`src/rtl/wb_result_arbiter_if.sv`:
```
// wb_result_arbiter_if: producer-side and writeback-side signals of the result arbiter.
// The slave modport is the arbiter's view. The master modport is the view of the execution units
// and the register file.
interface wb_result_arbiter_if #(
  parameter int NUM_CH = 4,
  parameter int DATA_W = 32,
  parameter int RD_W   = 4
);
  logic [NUM_CH-1:0]        in_valid;
  logic [NUM_CH*RD_W-1:0]   in_rd;
  logic [NUM_CH*DATA_W-1:0] in_data;
  logic [NUM_CH-1:0]        in_ready;
  logic                     wb_ready;
  logic                     wb_valid;
  logic [RD_W-1:0]          wb_rd;
  logic [DATA_W-1:0]        wb_data;
  logic [NUM_CH-1:0]        busy;
  logic [NUM_CH-1:0]        ovf;

  modport slave (
    input  in_valid, in_rd, in_data, wb_ready,
    output in_ready, wb_valid, wb_rd, wb_data, busy, ovf
  );

  modport master (
    output in_valid, in_rd, in_data, wb_ready,
    input  in_ready, wb_valid, wb_rd, wb_data, busy, ovf
  );
endinterface

```
`src/rtl/wb_result_arbiter.sv`:
```
// wb_result_arbiter: per-channel {Rd, result} FIFOs that drain into one registered writeback port.
// Arbitration mode is selected by the macro WB_ARB_ROUND_ROBIN_EN:
//   undefined -> fixed priority, the highest busy channel wins.
//   defined   -> round robin, the search starts at the RR pointer and moves upward.
// A full FIFO refuses a push even when it pops in the same cycle. A refused push sets the sticky ovf bit.
module wb_result_arbiter #(
  parameter int NUM_CH = 4,
  parameter int DATA_W = 32,
  parameter int RD_W   = 4,
  parameter int DEPTH  = 2
) (
  input  logic               clk,
  input  logic               rst_n,
  wb_result_arbiter_if.slave bus
);
  localparam int PTR_W = (DEPTH > 1) ? $clog2(DEPTH) : 1;
  localparam int CNT_W = PTR_W + 1;
  localparam int CH_W  = (NUM_CH > 1) ? $clog2(NUM_CH) : 1;

  logic [RD_W-1:0]   rd_mem_q   [NUM_CH][DEPTH];
  logic [DATA_W-1:0] data_mem_q [NUM_CH][DEPTH];
  logic [PTR_W-1:0]  wr_ptr_q   [NUM_CH];
  logic [PTR_W-1:0]  rd_ptr_q   [NUM_CH];
  logic [CNT_W-1:0]  cnt_q      [NUM_CH];
  logic [NUM_CH-1:0] ovf_q;

  logic              wb_valid_q;
  logic [RD_W-1:0]   wb_rd_q;
  logic [DATA_W-1:0] wb_data_q;

  logic [NUM_CH-1:0] full;
  logic [NUM_CH-1:0] not_empty;
  logic [NUM_CH-1:0] push;
  logic [NUM_CH-1:0] drop;
  logic [NUM_CH-1:0] pop;
  logic              load;
  logic              grant_vld;
  logic [CH_W-1:0]   gnt_idx;

  // Occupancy flags are derived only from the counters, never from this cycle's pop.
  always_comb begin
    full      = '0;
    not_empty = '0;
    for (int i = 0; i < NUM_CH; i++) begin
      full[i]      = (cnt_q[i] == CNT_W'(DEPTH));
      not_empty[i] = (cnt_q[i] != '0);
    end
  end

  assign push      = bus.in_valid & ~full;
  assign drop      = bus.in_valid & full;
  assign load      = ~wb_valid_q | bus.wb_ready;
  assign grant_vld = load & (|not_empty);

`ifdef WB_ARB_ROUND_ROBIN_EN
  logic [CH_W-1:0] rr_ptr_q;
  logic [CH_W-1:0] rr_ptr_d;
  logic [CH_W-1:0] cand;

  // Round robin: scan downward from the farthest candidate so the nearest busy one is taken last.
  always_comb begin
    gnt_idx = '0;
    cand    = '0;
    for (int k = NUM_CH - 1; k >= 0; k--) begin
      cand = CH_W'((int'(rr_ptr_q) + k) % NUM_CH);
      if (not_empty[cand]) begin
        gnt_idx = cand;
      end
    end
  end

  // The pointer moves to the channel just past the one granted.
  always_comb begin
    rr_ptr_d = rr_ptr_q;
    if (grant_vld) begin
      rr_ptr_d = (gnt_idx == CH_W'(NUM_CH - 1)) ? '0 : gnt_idx + 1'b1;
    end
  end

  // RR pointer register
  always_ff @(posedge clk or negedge rst_n) begin
    if (!rst_n) begin
      rr_ptr_q <= '0;
    end else begin
      rr_ptr_q <= rr_ptr_d;
    end
  end
`else
  // Fixed priority: the highest busy index wins because the loop ascends.
  always_comb begin
    gnt_idx = '0;
    for (int i = 0; i < NUM_CH; i++) begin
      if (not_empty[i]) begin
        gnt_idx = CH_W'(i);
      end
    end
  end
`endif

  // One-hot pop toward the granted FIFO
  always_comb begin
    pop = '0;
    for (int i = 0; i < NUM_CH; i++) begin
      pop[i] = grant_vld && (gnt_idx == CH_W'(i));
    end
  end

  // FIFO pointers, occupancy and sticky overflow. Pointers wrap naturally because DEPTH is a power of two.
  always_ff @(posedge clk or negedge rst_n) begin
    if (!rst_n) begin
      for (int i = 0; i < NUM_CH; i++) begin
        wr_ptr_q[i] <= '0;
        rd_ptr_q[i] <= '0;
        cnt_q[i]    <= '0;
      end
      ovf_q <= '0;
    end else begin
      for (int i = 0; i < NUM_CH; i++) begin
        if (push[i]) begin
          wr_ptr_q[i] <= wr_ptr_q[i] + 1'b1;
        end
        if (pop[i]) begin
          rd_ptr_q[i] <= rd_ptr_q[i] + 1'b1;
        end
        if (push[i] && !pop[i]) begin
          cnt_q[i] <= cnt_q[i] + CNT_W'(1);
        end else if (pop[i] && !push[i]) begin
          cnt_q[i] <= cnt_q[i] - CNT_W'(1);
        end
        if (drop[i]) begin
          ovf_q[i] <= 1'b1;
        end
      end
    end
  end

  // FIFO storage. Contents are left unreset because the counters decide what is valid.
  always_ff @(posedge clk) begin
    for (int i = 0; i < NUM_CH; i++) begin
      if (push[i]) begin
        rd_mem_q[i][wr_ptr_q[i]]   <= bus.in_rd[i*RD_W +: RD_W];
        data_mem_q[i][wr_ptr_q[i]] <= bus.in_data[i*DATA_W +: DATA_W];
      end
    end
  end

  // Writeback register. It holds its payload when idle or stalled.
  always_ff @(posedge clk or negedge rst_n) begin
    if (!rst_n) begin
      wb_valid_q <= 1'b0;
      wb_rd_q    <= '0;
      wb_data_q  <= '0;
    end else if (load) begin
      wb_valid_q <= grant_vld;
      if (grant_vld) begin
        wb_rd_q   <= rd_mem_q[gnt_idx][rd_ptr_q[gnt_idx]];
        wb_data_q <= data_mem_q[gnt_idx][rd_ptr_q[gnt_idx]];
      end
    end
  end

  assign bus.in_ready = ~full;
  assign bus.busy     = not_empty;
  assign bus.ovf      = ovf_q;
  assign bus.wb_valid = wb_valid_q;
  assign bus.wb_rd    = wb_rd_q;
  assign bus.wb_data  = wb_data_q;

endmodule
```
`src/flat_wrapper.sv`:
```
// flat-port wrapper written by rule: the top's interface ports become plain ports
module wb_result_arbiter_flat 
#(
  parameter int NUM_CH = 4,
  parameter int DATA_W = 32,
  parameter int RD_W   = 4,
  parameter int DEPTH  = 2
)
  (clk, rst_n, bus_in_valid, bus_in_rd, bus_in_data, bus_wb_ready, bus_in_ready, bus_wb_valid, bus_wb_rd, bus_wb_data, bus_busy, bus_ovf);
  wb_result_arbiter_if #(.NUM_CH(NUM_CH), .DATA_W(DATA_W), .RD_W(RD_W)) bus_i ();
  input  logic clk;
  input  logic rst_n;
  input wire logic [$bits(bus_i.in_valid)-1:0] bus_in_valid;
  input wire logic [$bits(bus_i.in_rd)-1:0] bus_in_rd;
  input wire logic [$bits(bus_i.in_data)-1:0] bus_in_data;
  input wire logic [$bits(bus_i.wb_ready)-1:0] bus_wb_ready;
  output wire logic [$bits(bus_i.in_ready)-1:0] bus_in_ready;
  output wire logic [$bits(bus_i.wb_valid)-1:0] bus_wb_valid;
  output wire logic [$bits(bus_i.wb_rd)-1:0] bus_wb_rd;
  output wire logic [$bits(bus_i.wb_data)-1:0] bus_wb_data;
  output wire logic [$bits(bus_i.busy)-1:0] bus_busy;
  output wire logic [$bits(bus_i.ovf)-1:0] bus_ovf;
  assign bus_i.in_valid = bus_in_valid;
  assign bus_i.in_rd = bus_in_rd;
  assign bus_i.in_data = bus_in_data;
  assign bus_i.wb_ready = bus_wb_ready;
  assign bus_in_ready = bus_i.in_ready;
  assign bus_wb_valid = bus_i.wb_valid;
  assign bus_wb_rd = bus_i.wb_rd;
  assign bus_wb_data = bus_i.wb_data;
  assign bus_busy = bus_i.busy;
  assign bus_ovf = bus_i.ovf;
  wb_result_arbiter #(.NUM_CH(NUM_CH), .DATA_W(DATA_W), .RD_W(RD_W), .DEPTH(DEPTH)) u_core (.clk(clk), .rst_n(rst_n), .bus(bus_i));
endmodule
```
`config.mk`:
```
export PLATFORM = sky130hd
export DESIGN_NAME = wb_result_arbiter_flat
export DESIGN_NICKNAME = d
export VERILOG_FILES = /design/src/rtl/wb_result_arbiter_if.sv /design/src/rtl/wb_result_arbiter.sv /design/src/flat_wrapper.sv
export SDC_FILE = /design/constraint.sdc
export NUM_CORES = 1
export LEC_CHECK = 0
export BUFFER_PORTS_ARGS = -buffer_cell sky130_fd_sc_hd__buf_4
export CORE_MARGIN = 2
export CORE_UTILIZATION = 45
export DETAILED_ROUTE_END_ITERATION = 16
export PLACE_DENSITY = 0.68
export SLEW_MARGIN = 10
export SYNTH_ARGS = -nofsm -noshare
export SYNTH_HDL_FRONTEND = slang
export SYNTH_SLANG_ARGS = --single-unit
```
`constraint.sdc`:
```
create_clock -name clk -period 6.8 [get_ports clk]
set_clock_uncertainty 0.2 [all_clocks]
set_input_delay 0.34 -clock clk [delete_from_list [all_inputs] [get_ports clk]]
set_output_delay 0.34 -clock clk [all_outputs]
set_load 0.02 [all_outputs]
```
; Word level (Yosys, flattened, before mapping)
; Memory sizes are Yosys's and may differ from the RTL's.
; Index checks and enable logic that the tools add are counted.
[word_totals]
inputBits = 151
reg_bits = 57
output_inout_bits = 49
wordCells = 149
ram_bits = 288
n_memories = 2
[memory_table]
columns = memory, words, word_bits, read_ports, rd_ports_with_merged_regs, write_ports, line
row1 = u_core.data_mem_q, 4, 64, 1, 0, 4, wb_result_arbiter.sv:21  ; logic [DATA_W-1:0] data_mem_q [NUM_CH][DEPTH];
row2 = u_core.rd_mem_q, 4, 8, 1, 0, 4, wb_result_arbiter.sv:20  ; logic [RD_W-1:0] rd_mem_q [NUM_CH][DEPTH];
[op_classes]
n_reduce_logical = 35
eq_ne = 7
order_cmp = 10
n_addsub = 16
mux = 48
n_bitwise = 12
[ops]
columns = op, count
row1 = $mux 64, 4
row2 = $mux 32, 7
row3 = $demux 32 s1, 4
row4 = $mux 8, 4
row5 = $mux 4, 7
row6 = $mux 2, 10
row7 = $demux 4 s1, 4
row8 = $logic_and 1x1->1, 16
row9 = $reduce_bool 2->1, 8
row10 = $eq 2x2->1 const B, 6
row11 = $ge 2x2->1 const B, 5
row12 = $not 1->2, 5
row13 = $add 1x1->1 const B, 8
row14 = $add 2x1->2 const B, 4
row15 = $and 4x4->4, 2
row16 = $logic_not 1->1, 8
row17 = $lt 2x1->1 const B, 4
row18 = $sub 2x1->2 const B, 4
row19 = $mux 1, 7
row20 = $not 4->4, 1
row21 = $reduce_or 4->1, 1
row22 = $ge 3x3->1 const B, 1
row23 = $not 2->3, 1
row24 = $bmux 1 s2, 1
row25 = other kinds (6), 6

; Depth between registers and ports, before layout
[logic_depth]
depth_word = 12
depth_mapped = 9
ltp_nobuf = 8

; Worst setup path after synthesis
; Ideal clock, no wire load.
[synth_path]
path_type = register to register
from = reg u_core.cnt_q[4] (netlist name)
to = mem u_core.data_mem_q[1][32] (netlist name), enable pin
path_stages_with_launch = 4
setup_slack_ns = 3.803
arrival_ns = 2.368
required_time_ns = 6.171
path_cell_list = dfrtp_1 > nand2b_1 > nand2_1 > nor2_1
[synth_rtl]
columns = item, line
row1 = "start, declared", wb_result_arbiter.sv:24  ; logic [CNT_W-1:0] cnt_q [NUM_CH];
row2 = "start signal, assigned by index", wb_result_arbiter.sv:126  ; cnt_q[i] <= cnt_q[i] + CNT_W'(1);
row3 = "start signal, assigned by index", wb_result_arbiter.sv:128  ; cnt_q[i] <= cnt_q[i] - CNT_W'(1);
row4 = "end, declared", wb_result_arbiter.sv:21

; Final worst setup path
[layout_path]
from = reg u_core.cnt_q[4] (netlist name)
to = reg u_core.wb_data_q[7] (netlist: u_core.bus.wb_data[7])
[layout_via]
elab_chain_len = 12
[layout_lines]
columns = item, line
row1 = $reduce_bool 2->1 *, wb_result_arbiter.sv:46  ; not_empty[i] = (cnt_q[i] != '0);
row2 = $mux 1, wb_result_arbiter.sv:93  ; if (not_empty[i]) begin
row3 = $mux 2 (2 in series), wb_result_arbiter.sv:93
row4 = $not 2->3 (not written as such), wb_result_arbiter.sv:157  ; wb_data_q <= data_mem_q[gnt_idx][rd_ptr_q[gnt_idx]];
row5 = $bmux 1 s2, wb_result_arbiter.sv:157
row6 = $mux 1 (not written as such) (2 in series), wb_result_arbiter.sv:157
row7 = $not 1->2 (not written as such), wb_result_arbiter.sv:157
row8 = $mux 32 (not written as such) (3 in series), wb_result_arbiter.sv:157
row9 = "end signal, assigned", wb_result_arbiter.sv:157
row10 = "end, declared", wb_result_arbiter.sv:29  ; logic [DATA_W-1:0] wb_data_q;
; Every way passes the cells marked *; elsewhere a longest branch is shown, timed or not. The select of a mux whose other input is x is not followed.
; A chain may end at the register's enable or synchronous reset.

==> flow_summary.rst <==
.. list-table::
   :header-rows: 1

   * - Metric
     - Value
   * - Final hold violation count
     - 0
   * - Number of vias in the routed layout
     - roughly 8500
   * - Max Buffers Root-to-Sink
     - 3
   * - YS warnings
     - 0
   * - Layout filler cell count
     - approximately 2100
   * - Clock sink total
     - about 350
   * - Maximum number of pins on one net before global-route repair
     - 74
   * - Number of non-filler instances in the completed layout
     - 1597
   * - Finish-stage setup viols
     - 0
   * - Worst hold path type
     - in2reg
   * - Number of antenna violations at the first check in global routing
     - 1
   * - Run status
     - finished, final reports clean
   * - Number of instances in the synthesized netlist
     - 830
   * - Site row count
     - between 60 and 70
   * - Startpoint kind of the worst setup timing path
     - register
   * - Setup slack on the worst flop-to-flop path
     - between 2 and 3 ns
   * - Seq/Total Area, Yosys
     - roughly three quarters
   * - Final weighted congestion of routability-driven global placement
     - 0.738
   * - TritonCTS clock tree
     - done
   * - Total of flip-flops plus latches after synthesis
     - approximately 350
   * - Worst endpoint data arrival time
     - approximately 4.3 ns
   * - Leakage power total
     - approximately 6.9 nW
   * - Count of placed standard cells including taps
     - around 1400
   * - Area share of the largest cell type after synthesis
     - 65.9%
   * - Setup repair after global routing missed its margin
     - no
   * - Via-per-instance ratio
     - approximately 5.3
   * - Fraction of registers with async set/reset
     - ~17%
   * - Overflow left after global routing
     - 0
   * - Area of the core region
     - around 29000 µm²
   * - Library cell used as clock root buffer
     - clkbuf_16
   * - Most numerous cell types in the synthesized netlist
     - edfxtp_1, nand2_1, dfrtp_1
   * - Vias in the first global route
     - roughly 9000
   * - PnR Total Power
     - 7.55 mW
   * - PD cells
     - between 400 and 500 nW/µm²
   * - Mean instance size in the synthesized netlist
     - 15.8 µm²
   * - Final wirelength
     - ~34000 µm
   * - Clock-pin slew of the registers on the worst-case setup and hold paths
     - ~0.06 ns
   * - IO Port Bufs
     - 199
   * - DRT iter0 DRCs
     - about 520
   * - Half-perimeter wire length after detailed placement
     - 19400 µm
   * - Post-Syn Nets
     - roughly 1000
   * - Vertical die dimension
     - approximately 170 µm
   * - Post-layout util
     - around three fifths
   * - Worst Setup Path Type
     - reg2reg
   * - Setup_tns
     - 0 ns
   * - Pre-antenna DRT Iters
     - 5
   * - Average wire length per cell after detail routing
     - around 21 µm
   * - Nets
     - roughly 1300
   * - Crit path max fanout
     - 40
   * - Top routing layer in use
     - met4
   * - Library cell with the largest summed area after synthesis
     - edfxtp_1
   * - Highest clock rate
     - 0.244 GHz
   * - Max VDD drop
     - between 0.2 and 0.25 mV
   * - Ratio of cells with drive above 1 in the final layout
     - about a quarter
   * - GR Util All Layers
     - roughly 22%
   * - Number of setup buffers added after CTS
     - 0
   * - Data required time at the worst endpoint
     - approximately 7 ns
   * - M1 WL
     - 14000 µm
   * - Final period utilization
     - around 60%
   * - Die boundary width
     - between 150 and 200 µm
   * - Boundary Pins
     - 200
   * - Max Slew Vio Count
     - 0
   * - P&R area growth vs syn
     - 35.4%
   * - Critical Path End Type
     - register
   * - Number of distinct library cell variants in the gate-level netlist after synthesis
     - 31
   * - Wire length on met2
     - around 17000 µm
   * - Most used DFF post-synth
     - edfxtp_1
   * - Max-cap violations
     - 0
   * - Top cells by area in the synthesized netlist
     - edfxtp_1, dfrtp_1, nand2_1
   * - Final antenna-violating net count
     - 0
   * - Die area
     - 30600 µm²
   * - Global-route wire length before repair
     - about 51000 µm
   * - Number of enable-type register cells in the synthesized netlist
     - approximately 290
   * - Relative slew slack
     - a little under a third
   * - Detail Route met3 WL
     - roughly 2100 µm
   * - Later-pin clock latency in the skew report
     - 0.52 ns
   * - Htree depth
     - 2
   * - Total DRC errors in the routed layout
     - 0
   * - Post-synth design cell area
     - 13100 µm²
   * - Number of buffers inserted during clock tree synthesis
     - 37
   * - Slew at the pin closest to its max-slew limit
     - roughly 1.0 ns
   * - Dominant cell by count in the synthesized netlist
     - edfxtp_1
   * - Shortest clock period the worst path allows after layout
     - 4.10 ns
   * - Initial Utilization
     - a little under half
-- worst max-delay path, stage by stage, from the launching register on --
cell,delay (ns)
dfrtp_1,0.44
nor2_4,0.71
inv_2,0.68
mux2_2,0.49
a221oi_4,0.69
buf_4,0.40
nor3_1,0.10
o31ai_1,0.27
-- final timing paths --
path / from / end / depth (start not counted)
min in group asynchronous: rst_n / u_core.bus.wb_rd[0] / 2
max: u_core.cnt_q[4] / u_core.bus.wb_data[7] / 7
max reg2reg: u_core.cnt_q[4] / u_core.bus.wb_data[7] / 7
min reg2reg: u_core.rd_ptr_q[0] / u_core.rd_ptr_q[0] / 1
min: bus_wb_ready / u_core.bus.wb_valid / 3
max in group asynchronous: rst_n / u_core.bus.ovf[0] / 2
-- flip-flops by register name (all words and copies together), names as in the netlist --
| name | count |
|---|---|
| u_core.cnt_q | 8 |
| u_core.rd_mem_q | 32 |
| u_core.data_mem_q | 256 |
| u_core.rd_ptr_q | 4 |
| u_core.wr_ptr_q | 4 |
| u_core.bus.wb_data | 32 |
| u_core.bus.wb_rd | 4 |
| u_core.bus.wb_valid | 1 |
| u_core.bus.ovf | 4 |
-- report_power, final --
| part | leakage [nW] | internal (mW) | switching, mW | total (mW) |
|---|---|---|---|---|
| clock network | 0.594 | 1.18 | 0.792 | 1.97 |
| logic | 2.97 | 0.928 | 1.48 | 2.41 |
| registers | 3.34 | 2.93 | 0.232 | 3.16 |
-- metrics by stage --
stage | area (µm²) | hold slack (ns) | setup WS [ns]
3_3_place_gp | 15100 | 0.255 | 2.83
2_1_floorplan | 13100 | -0.156 | 3.80
5_1_grt | 17800 | 0.262 | 2.41
6_report | 17800 | 0.255 | 2.70
4_1_cts | 17800 | 0.251 | 2.65
3_5_place_dp | 15100 | 0.260 | 2.66
-- cell usage in the layout, fill, tap and decap left out, types with 2 or more instances in the layout --
cell type	Yosys	final
nor2_4	0	6
xnor2_1	12	12
clkbuf_8	0	5
buf_4	0	213
clkinv_1	0	4
a22o_1	36	36
ha_1	4	4
nand3_1	2	2
inv_1	10	9
nor2_1	11	7
clkbuf_16	0	39
a21oi_1	36	36
dlygate4sd3_1	0	149
clkinv_2	0	7
xor2_1	8	8
clkbuf_1	37	9
diode_2	0	2
a22oi_1	36	36
nand2b_1	5	5
o21bai_1	4	4
edfxtp_1	288	288
o211a_1	36	36
and3_2	0	4
nand2_1	114	113
mux2i_1	36	36
o31ai_1	36	36
bufinv_16	0	2
dfrtp_1	57	57
inv_2	1	2
nor3_1	36	36
-- cell type report --
cell class                      instances  area [µm²]  share of cell area, %
Clock inverter                         15         126                  0.711
Sequential cell                       345       10100                   56.7
Inverter                               11        41.3                  0.232
Timing Repair Buffer                  362        3090                   17.4
Multi-Input combinational cell        425        2880                   16.2
Clock buffer                           53        1080                   6.07
Tap cell                              384         480                   2.70
Antenna cell                            2        5.00                 0.0282
-- cells by family after synthesis --
logic type	count (synthesis)	synth area share (%)
simple gates	178	5.76
xor+xnor	20	1.33
fa+ha+maj	4	0.381
mux	37	2.83
flops	345	76.7
compound gates	186	11.2
buf+inv	60	1.82
-- timing repair --
item                                   in CTS  in global routing
setup endpoints to repair                   0                  0
hold buffers                              149                  0
endpoints found under the hold margin     349                  0
resized for setup                           0                  0
-- routing by layer --
layer | GRT usage, % | up-vias
li1 | - | 3900
met1 | 29.1 | 4191
met2 | 37.7 | 322
met3 | 3.59 | 52
met4 | 6.70 | 0
met5 | 0 | -
(Power assumes the default switching activity.)
